==> config.mk <==
export PLATFORM = sky130hd
export DESIGN_NAME = self_attention_head_scatter_split
export DESIGN_NICKNAME = d
export VERILOG_FILES = /design/src/rtl/self_attention_head_scatter_split.sv
export SDC_FILE = /design/constraint.sdc
export NUM_CORES = 1
export LEC_CHECK = 0
export CELL_PAD_IN_SITES_DETAIL_PLACEMENT = 1
export CELL_PAD_IN_SITES_GLOBAL_PLACEMENT = 1
export CORE_MARGIN = 2
export CORE_UTILIZATION = 42
export DETAILED_ROUTE_END_ITERATION = 12
export DONT_BUFFER_PORTS = 1
export PLACE_DENSITY = 0.79
export SETUP_SLACK_MARGIN = 0.2
export SYNTH_ARGS = -nofsm -noshare
export SYNTH_HDL_FRONTEND = slang
export SYNTH_SLANG_ARGS = --single-unit
==> constraint.sdc <==
create_clock -name clk -period 2.2 [get_ports clk]
set_input_delay 0.11 -clock clk [delete_from_list [all_inputs] [get_ports clk]]
set_output_delay 0.11 -clock clk [all_outputs]
set_load 0.03 [all_outputs]
==> src/rtl/self_attention_head_scatter_split.sv <==
// Scatters a dim0-innermost packet stream across attention heads,
// forking each head's handshake to GROUP_SIZE consumers.
module self_attention_head_scatter_split #(
  parameter int NUM_HEADS                 = 4,
  parameter int GROUP_SIZE                = 2,
  parameter int IN_DATA_TENSOR_SIZE_DIM_0 = 64,
  parameter int IN_DATA_TENSOR_SIZE_DIM_1 = 32,
  parameter int IN_DATA_PARALLELISM_DIM_0 = 4,
  parameter int IN_DATA_PARALLELISM_DIM_1 = 4
) (
  input  logic                            clk,
  input  logic                            rst,
  input  logic                            in_valid,
  output logic                            in_ready,
  output logic [NUM_HEADS*GROUP_SIZE-1:0] out_valid,
  input  logic [NUM_HEADS*GROUP_SIZE-1:0] out_ready
);

  localparam int NH = NUM_HEADS;
  localparam int GS = GROUP_SIZE;
  localparam int D0 = IN_DATA_TENSOR_SIZE_DIM_0;
  localparam int D1 = IN_DATA_TENSOR_SIZE_DIM_1;
  localparam int P0 = IN_DATA_PARALLELISM_DIM_0;
  localparam int P1 = IN_DATA_PARALLELISM_DIM_1;

  // Safe divisors keep elaboration alive long enough to report the error
  localparam int NH_S = (NH > 0) ? NH : 1;
  localparam int P0_S = (P0 > 0) ? P0 : 1;
  localparam int P1_S = (P1 > 0) ? P1 : 1;

  localparam int HEAD_DIM0 = D0 / NH_S;
  localparam int HD        = HEAD_DIM0 / P0_S;
  localparam int ROWS      = D1 / P1_S;

  localparam bit BAD_PARAM =
    (NH == 0) || (GS == 0) || (D0 == 0) || (D1 == 0) ||
    (P0 == 0) || (P1 == 0) ||
    (D0 % NH_S != 0) || (HEAD_DIM0 % P0_S != 0) ||
    (D1 % P1_S != 0);

  if (BAD_PARAM) begin : g_bad_param
    $error("self_attention_head_scatter_split: bad parameters");
  end

  localparam int BW = (HD > 1)   ? $clog2(HD)   : 1;
  localparam int HW = (NH > 1)   ? $clog2(NH)   : 1;
  localparam int RW = (ROWS > 1) ? $clog2(ROWS) : 1;

  logic [BW-1:0] blk;
  logic [HW-1:0] head;
  logic [RW-1:0] row;

  logic [NH-1:0] head_valid;
  logic [NH-1:0] head_ready;

  logic last_blk;
  logic last_head;
  logic last_row;
  logic fire;

  assign last_blk  = (blk  == BW'(HD - 1));
  assign last_head = (head == HW'(NH - 1));
  assign last_row  = (row  == RW'(ROWS - 1));
  assign fire      = in_valid && in_ready;

  always_comb begin
    in_ready = 1'b0;
    for (int h = 0; h < NH; h++) begin
      if (head == HW'(h)) in_ready = head_ready[h];
    end
  end

  always_ff @(posedge clk) begin
    if (rst) begin
      blk  <= '0;
      head <= '0;
      row  <= '0;
    end else if (fire) begin
      if (!last_blk) begin
        blk <= blk + 1'b1;
      end else begin
        blk <= '0;
        if (!last_head) begin
          head <= head + 1'b1;
        end else begin
          head <= '0;
          row  <= last_row ? '0 : row + 1'b1;
        end
      end
    end
  end

  for (genvar h = 0; h < NH; h++) begin : g_head
    assign head_valid[h] = in_valid && (head == HW'(h));

    if (GS == 1) begin : g_wire
      assign out_valid[h]  = head_valid[h];
      assign head_ready[h] = out_ready[h];
    end else begin : g_fork
      logic [GS-1:0] done;
      logic [GS-1:0] ov;
      logic [GS-1:0] ordy;

      assign ordy = out_ready[h*GS +: GS];
      assign ov   = {GS{head_valid[h]}} & ~done;

      assign out_valid[h*GS +: GS] = ov;
      assign head_ready[h]         = &(ordy | done);

      // done remembers consumers already served for the pending packet
      always_ff @(posedge clk) begin
        if (rst) begin
          done <= '0;
        end else if (head_valid[h] && head_ready[h]) begin
          done <= '0;
        end else begin
          done <= done | (ov & ordy);
        end
      end
    end
  end

endmodule

==> results of run 1 <==
-- what timing repair did --
action | CTS | global route
gates resized for setup | 11 | 5
endpoints found under the hold margin | 6 | 3
hold buffers | 3 | 3
pin swaps | 1 | 3
setup endpoints to repair | 3 | 4
setup buffers | 2 | 2
-- cells in the mapped netlist --
master and number:
a41oi_1 1, nand2_1 5, a31oi_1 8, a21o_1 1, a221oi_2 1, a22oi_1 1
nand2b_1 4, o32a_1 1, a311oi_1 2, o21bai_1 2, inv_1 4, nor3_1 4
nor2_1 17, a21oi_1 1, ha_1 5, or2_2 2, o22ai_1 2, mux2_2 1
or3b_1 1, clkbuf_1 4, mux2_1 1, nor2b_1 1, mux2i_1 2, dfxtp_1 12
-- worst min path at each step --
stage / from / endpoint / slack [ns] / cells past startpoint
CTS: out_ready[0] / g_head[0].g_fork.done[0] / 0.002 / 2
global placement: rst / g_head[1].g_fork.done[1] / 0.18 / 1
floorplan: out_ready[0] / g_head[0].g_fork.done[0] / 0.27 / 2
global route: out_ready[1] / g_head[0].g_fork.done[1] / 0.002 / 2
finish: out_ready[0] / g_head[0].g_fork.done[0] / -0.02 / 2
detailed placement: rst / g_head[1].g_fork.done[1] / 0.19 / 1
-- cell families after synthesis --
logic type / share of synthesized area
and+or+nand+nor: 0.228
AOI/OAI and AO/OA: 0.219
DFF: 0.354
buffers and inverters: 0.0442
adders and majority gates: 0.0921
muxes: 0.0626
-- sequential cells by signal, summed over array words and instances, names as in the netlist --
signal              flops
g_head.g_fork.done      8
blk                     2
head                    2
-- layout by cell type (no fill, tap or decap), drive strengths merged, types with 4 or more instances in the layout --
master        n
nor3          4
a31oi         8
ha            5
nand2         5
dfxtp        12
inv           4
buf           6
dlygate4sd3   6
nand2b        4
nor2         17
clkbuf        4
-- layout make-up --
| type | count | area share |
|---|---|---|
| inverters | 4 | 0.0225 |
| multi-input cells | 63 | 0.517 |
| flip-flops and latches | 12 | 0.279 |
| clock buffers | 4 | 0.0408 |
| well taps | 16 | 0.0225 |
| repair buffers | 12 | 0.118 |
-- power groups by stage --
stage | clock network, W | logic, W | registers (W)
after floorplan | 0 | 0.0000406 | 0.000229
after global placement | 0 | 0.0000411 | 0.000230
after detailed placement | 0 | 0.0000426 | 0.000230
after CTS | 0.000184 | 0.0000493 | 0.000223
after global routing | 0.000205 | 0.0000588 | 0.000224
final | 0.000196 | 0.0000544 | 0.000223
-- per-layer routing --
layer	GRT usage	wire (um)	part of all wire
met1	0.242	782	0.40
met2	0.353	1020	0.52
met3	0.0531	105	0.054
met4	0.109	45	0.023
met5	0	0	0
-- worst max-delay path, delay by kind of cell, from the launching register on --
family | cells | cell delay [ns]
AOI/OAI and AO/OA | 2 | 0.42
adders and majority gates | 1 | 0.17
buffers and inverters | 2 | 0.25
DFF | 1 | 0.40
and+or+nand+nor | 1 | 0.34
-- through the flow --
stage / instances / hold WS [ns] / setup WS (ns) / util
after floorplan: 83 / 0.268 / 0.216 / -
after global placement: 97 / 0.185 / 0.156 / 0.464
after detailed placement: 97 / 0.186 / 0.0448 / 0.464
after CTS: 106 / 0.00247 / 0.212 / 0.542
after global routing: 111 / 0.00242 / 0.150 / 0.590
final: 111 / -0.0164 / 0.212 / 0.590
==> results by group, run 1 <==
Placement
  • Post-DP HPWL: 1220 um
  • DP Area: 699 sq um
  • Final Wtd Congestion: 0.801
  • PortBufs: 0

Timing
  • Clock skew: 0.00274 ns
  • Max Slew Vio Count: 0
  • Post-layout min period: 1.99 ns
  • RSZ-0062 raised after global routing: true
  • Setup TNS: 0 ns
  • Tcrit/Tclk final: 0.904
  • Hold slack: -0.0164 ns
  • Relative slew slack: 0.615
  • Setup-failing EPs final: 0
  • Final hold violations: 4
  • Worst Tran Pin Value: 0.575 ns
  • Max Fclk: 503 MHz

Final layout
  • Layout Nets: 112
  • # diodes: 0
  • Reg area: 248 sq um
  • Multi-input gate area: 459 sq um
  • Share of layout cells above drive strength 1: 0.242
  • Layout area overhead: 30.8%
  • Fin area: 888 sq um
  • Fill cells: 180

Logic synthesis
  • Number of distinct library cells after synthesis: 24
  • Ranking of synthesized cells by area: dfxtp_1, nor2_1, ha_1
  • FF+latch count, synth: 12
  • Gate count of the mapped netlist: 83
  • Syn Nets: 99
  • Syn Area/Cell: 8.19 sq um
  • Synthesis warning total: 0
  • Part of the Yosys area used for sequential elements: 0.354
  • Area share of the largest cell type after synthesis: 0.354
  • Cell taking the most area after synthesis: dfxtp_1
  • Post-Synthesis Cell Area: 679 sq um

Pwr
  • Combinational Power Share: 0.115
  • Max rail drop VDD: 0.000372 V
  • Clock network fraction of total power: 0.414
  • Total power: 0.000473 W
  • Switch share: 0.272
  • PwrDens: 533 mW/mm^2
  • Internal power: 0.000345 W
  • Reg power frac: 0.471
  • Psw: 0.000129 W
  • P_leak: 0.355 nW

CTS
  • CTS tree: yes
  • Root Buffer Master: clkbuf_4
  • Clk slew on worst S/H paths: 0.09 ns
  • Clk sinks: 12
  • H-tree Lvls: 1
  • Total CTS buffers: 3
  • Max Buffers Root-to-Sink: 2
  • Clock Latency Late Sink: 0.29 ns

Setup path
  • Worst Reg-to-Reg Cells: 6
  • CP max stage delay: 0.40 ns
  • Worst Path Arrival: 1.88 ns
  • Startpoint types: flip-flop
  • Critical Path Fanout Max: 5
  • CP Capture Point: in_ready
  • Flop2flop setup slack: 0.22 ns
  • Worst setup path startpoint: head[0]
  • Crit path kind: reg2out
  • Crit-path cells: inv_4 > ha_4 > or3b_1 > o32a_1 > a22oi_2 > buf_4
  • Reg2Reg Launch Point: head[0]
  • Crit. End Element: output port
  • Reg2reg end: blk[0]
  • Crit path required time: 2.09 ns
  • Slowest cell on the critical path: dfxtp_4

Global routing
  • First-pass GRT wire length: 2900 um
  • Largest net degree at the start of global routing: 15
  • Antenna violations before repair: 0
  • Global route overflow: 0
  • Vias in the first global route: 624
  • All-layer global routing usage: 0.209

Drt
  • Post-Route WL: 1950 um
  • Final ANT Viol Nets: 0
  • DRT iter0 DRCs: 8
  • DRC Markers: 0
  • Via density: 6.01
  • Wire per inst: 17.6 um
  • TritonRoute pass-1 iters: 4
  • Via count: 667

Floorplan
  • Width of the die: 44.2 um
  • Row count: 14
  • Starting Density: 0.451
  • Die H: 44.2 um
  • Io pins: 20
  • Core Region: 0.00151 sq mm
  • Die area: 0.00196 sq mm

Hold path
  • Worst Hold Class: in2reg

Flow run
  • Max-cap violations: 0

Outcome
  • Failing checks: hold timing
  • Status: finished with violations
No activity file was read; power rests on OpenSTA's default activity.
==> inputs of run 2 (changes only) <==
- CORE_UTILIZATION: 42 -> 38
- PLACE_DENSITY: 0.79 -> 0.76
- clock period: 2.2 -> 1.7 ns (I/O delays scaled with it)
==> results by group, run 2 (synthesis gave the netlist of run 1 again) <==
Timing
  • Hold slack: -0.00285 ns
  • Final hold violations: 1
  • Setup TNS: -1.37 ns
  • Relative slew slack: 0.700
  • Clock skew: 0.00640 ns
  • PnR worst setup slack: -0.347 ns
  • Max Fclk: 489 MHz
  • Max Slew Vio Count: 0
  • Post-layout min period: 2.05 ns
  • Tcrit/Tclk final: 1.20
  • Setup-failing EPs final: 5
  • RSZ-0062 raised after global routing: true
  • Worst Tran Pin Value: 0.444 ns

Setup path
  • Crit. End Element: output port
  • Crit path kind: reg2out
  • CP max stage delay: 0.40 ns
  • Slowest cell on the critical path: dfxtp_4
  • Reg2reg end: blk[0]
  • Worst Reg-to-Reg Cells: 6
  • Reg2Reg Launch Point: head[0]
  • Critical Path Fanout Max: 3
  • Crit path required time: 1.62 ns
  • Worst Path Arrival: 1.96 ns
  • Flop2flop setup slack: -0.30 ns
  • Crit-path cells: inv_6 > ha_4 > or3b_1 > o32a_1 > buf_4 > a22oi_2 > buf_6
  • Startpoint types: flip-flop
  • CP delay by family, top: flip-flops
  • Crit path buffers/inverters: 3

Global routing
  • Largest net degree at the start of global routing: 13
  • First-pass GRT wire length: 3200 um
  • All-layer global routing usage: 0.217
  • Vias in the first global route: 693
  • Antenna violations before repair: 0
  • Global route overflow: 0

Pwr
  • Max rail drop VDD: 0.000348 V
  • PwrDens: 531 mW/mm^2
  • P_leak: 0.446 nW

Final layout
  • Layout area overhead: 58.0%
  • Commonest non-fill, non-tap cell in the layout: buf_4
  • Number of flip-flops in the largest register: 8
  • Biggest regs: g_head.g_fork.done (8), blk (2), head (2)
  • Multi-input gate area: 495 sq um
  • Layout Utilization: 0.629
  • Share of layout cells above drive strength 1: 0.411
  • Reg area: 248 sq um
  • # diodes: 0
  • Layout Nets: 129
  • Commonest non-fill, non-tap cells in the layout: buf_4, nor2_1, dfxtp_1, a31oi_1, buf_6
  • Most flop-heavy register: g_head.g_fork.done
  • Fill cells: 196

Hold path
  • Hold Startpoint: rst
  • Hold Path End: blk[1]
  • Hold depth: 2
  • Worst Hold Class: in2reg

Drt
  • Via count: 721
  • DRC Markers: 0
  • Post-Route WL: 2360 um
  • Wire per inst: 17.2 um
  • TritonRoute pass-1 iters: 4
  • DRT iter0 DRCs: 7
  • Uppermost layer routed: met4
  • Metal-1 WL: 1020 um
  • Met2 wire len: 1210 um
  • Via density: 5.26
  • Met3 wire length: 79 um
  • Final ANT Viol Nets: 0

CTS
  • Clock Latency Late Sink: 0.28 ns
  • Total CTS buffers: 3
  • Clk slew on worst S/H paths: 0.09 ns
  • Root Buffer Master: clkbuf_4
  • Max Buffers Root-to-Sink: 2
  • CTS tree: yes
  • H-tree Lvls: 1
  • Clk sinks: 12

Floorplan
  • Die area: 0.00214 sq mm
  • Core Region: 0.00171 sq mm
  • Io pins: 20
  • Starting Density: 0.398
  • Width of the die: 46.3 um
  • Die H: 46.3 um
  • Row count: 15

Placement
  • Pre-CTS WS: -0.260 ns
  • PortBufs: 0
  • Post-DP HPWL: 1330 um
  • Final Wtd Congestion: 0.706

Outcome
  • Failing checks: hold timing, setup timing
  • Status: finished with violations

Flow run
  • Max-cap violations: 0
-- run 2: area by class of cell --
type | count | share of cell area
multi-input cells | 63 | 0.462
repair buffers | 29 | 0.235
flip-flops and latches | 12 | 0.231
well taps | 25 | 0.0291
clock buffers | 3 | 0.0210
inverters | 4 | 0.0186
clock inverters | 1 | 0.00350
-- run 2: metal layers --
layer / vias up / GRT usage
met2: 15 / 0.369
met4: 0 / 0.103
met1: 347 / 0.259
met3: 6 / 0.0392
met5: - / 0
li1: 353 / -
-- run 2: power breakdown --
group	leakage [nW]	internal [W]	switching [W]	total, W
logic	0.331	0.0000440	0.0000458	0.0000898
registers	0.0988	0.000284	0.00000505	0.000289
clock network	0.0154	0.0000852	0.000107	0.000192
-- run 2: metrics by stage --
| stage | total power [W] | instance area, sq um | std cells |
|---|---|---|---|
| after CTS | 0.000565 | 1020 | 134 |
| after global placement | 0.000358 | 886 | 123 |
| after detailed placement | 0.000360 | 886 | 123 |
| after floorplan | 0.000346 | 727 | 83 |
| after global routing | 0.000595 | 1070 | 137 |
| final | 0.000570 | 1070 | 137 |
-- run 2: worst max-delay path by stage --
| stage | from | to | slack, ns | depth (start not counted) |
|---|---|---|---|---|
| after floorplan | head[0] | blk[0] | -0.21 | 6 |
| after global routing | head[0] | in_ready | -0.40 | 7 |
| after CTS | head[0] | in_ready | -0.32 | 7 |
| after detailed placement | head[0] | blk[0] | -0.26 | 6 |
| final | head[0] | in_ready | -0.35 | 7 |
| after global placement | head[0] | blk[0] | -0.19 | 6 |
-- run 2: repair_timing --
item	4_1_cts	5_1_grt
endpoints found under the hold margin	9	0
gates resized for setup	10	9
pin swaps	4	3
hold buffers	5	0
endpoints found under the setup margin	7	9
buffers inserted	2	3
==> inputs of run 3 (changes only) <==
==> constraint.sdc (replaced) <==
create_clock -name clk -period 1.7 [get_ports clk]
set_input_delay 0.34 -clock clk [delete_from_list [all_inputs] [get_ports clk]]
set_output_delay 0.34 -clock clk [all_outputs]
set_load 0.03 [all_outputs]
==> results by group, run 3 (synthesis gave the netlist of run 1 again) <==
Outcome
  • Status: finished with violations
  • Failing checks: setup timing

CTS
  • Max Buffers Root-to-Sink: 2
  • H-tree Lvls: 1
  • Post-CTS Hold Buffers: 0
  • Total CTS buffers: 3
  • Clk sinks: 12
  • Clk slew on worst S/H paths: 0.09 ns
  • Clock Latency Late Sink: 0.29 ns
  • Root Buffer Master: clkbuf_4
  • CTS tree: yes

Final layout
  • Fin area: 0.00111 sq mm
  • Number of flip-flops in the largest register: 8
  • Commonest non-fill, non-tap cells in the layout: buf_4, nor2_1, dfxtp_1, a31oi_1, buf_6
  • Layout Nets: 125
  • Share of layout cells above drive strength 1: 0.500
  • Layout area overhead: 63.9%
  • # diodes: 0
  • Biggest regs: g_head.g_fork.done (8), blk (2), head (2)
  • Most flop-heavy register: g_head.g_fork.done
  • Fin cells: 133
  • Commonest non-fill, non-tap cell in the layout: buf_4

Placement
  • Final Wtd Congestion: 0.687
  • PortBufs: 0
  • Placed cell count: 120
  • DP Area: 893 sq um
  • Post-DP HPWL: 1320 um

Drt
  • Final ANT Viol Nets: 0
  • Via count: 743
  • TritonRoute pass-1 iters: 4
  • DRC Markers: 0
  • Via density: 5.59
  • DRT iter0 DRCs: 7
  • Wire per inst: 17.6 um
  • Post-Route WL: 2340 um

Global routing
  • Global route overflow: 0
  • First-pass GRT wire length: 3000 um
  • Vias in the first global route: 725
  • Antenna violations before repair: 0
  • Largest net degree at the start of global routing: 17
  • All-layer global routing usage: 0.204

Timing
  • Tcrit/Tclk final: 1.26
  • Setup-failing EPs final: 8
  • Clock skew: 0.00733 ns
  • Max Slew Vio Count: 0
  • Worst Tran Pin Value: 0.442 ns
  • Relative slew slack: 0.705
  • PnR worst setup slack: -0.437 ns
  • Final hold violations: 0
  • Post-layout min period: 2.14 ns
  • Max Fclk: 468 MHz
  • RSZ-0062 raised after global routing: true

Pwr
  • Max rail drop VDD: 0.000586 V
  • PwrDens: 550 mW/mm^2
  • Total power: 0.000613 W
  • P_leak: 0.461 nW

Floorplan
  • Die H: 46.3 um
  • Width of the die: 46.3 um
  • Row count: 15
  • Io pins: 20
  • Die area: 0.00214 sq mm
  • Starting Density: 0.398
  • Core Region: 0.00171 sq mm

Setup path
  • Worst Path Arrival: 1.80 ns
  • Crit path kind: reg2out
  • Critical Path Fanout Max: 3
  • Crit. End Element: output port
  • Crit path required time: 1.36 ns
  • Startpoint types: flip-flop

Flow run
  • Max-cap violations: 0

Hold path
  • Worst Hold Class: in2reg
[run 3: cell type report]
class / count / area [sq um]
inverters: 4 / 22.5
repair buffers: 25 / 218
multi-input cells: 63 / 558
clock buffers: 4 / 36.3
flip-flops and latches: 12 / 248
well taps: 25 / 31.3
fillers: 182 / 594
[run 3: final timing paths]
check	to	depth (start not counted)	slack (ns)	start
min	g_head[1].g_fork.done[1]	1	0.11	rst
max	in_ready	6	-0.44	head[0]
min reg2reg	blk[1]	2	0.49	blk[1]
max reg2reg	blk[0]	7	-0.39	head[0]
[run 3: where the power goes]
group / switching [W] / internal (W)
Sequential: 0.00000616 / 0.000284
Combinational: 0.0000407 / 0.0000413
Clock: 0.000110 / 0.000131
Total: 0.000157 / 0.000456
[run 3: metrics by stage]
stage / util / setup WS (ns) / hold slack [ns] / TNS [ns]
final: 0.652 / -0.437 / 0.111 / -1.70
after global routing: 0.652 / -0.483 / 0.112 / -2.20
after CTS: 0.626 / -0.416 / 0.115 / -1.60
after detailed placement: 0.523 / -0.281 / 0.416 / -0.922
after global placement: 0.523 / -0.214 / 0.415 / -0.651
after floorplan: - / -0.222 / 0.453 / -0.506
[run 3: critical path, cell delays in order (launching register included)]
cell and delay (ns):
dfxtp_4 0.40, inv_6 0.05, ha_4 0.15, or3b_1 0.38, o32a_1 0.20, a22oi_2 0.18
buf_6 0.16
[run 3: metal layers]
layer	vias to the layer above	part of all wire	GRT usage
li1	346	-	-
met1	373	0.40	0.201
met2	17	0.53	0.381
met3	7	0.038	0.0510
met4	0	0.030	0.109
met5	-	0	0
[run 3: what timing repair did]
item / CTS / global route
setup buffers: 6 / 3
gates resized for setup: 23 / 5
endpoints found under the hold margin: 0 / 0
pin swaps: 5 / 3
setup endpoints to repair: 13 / 13
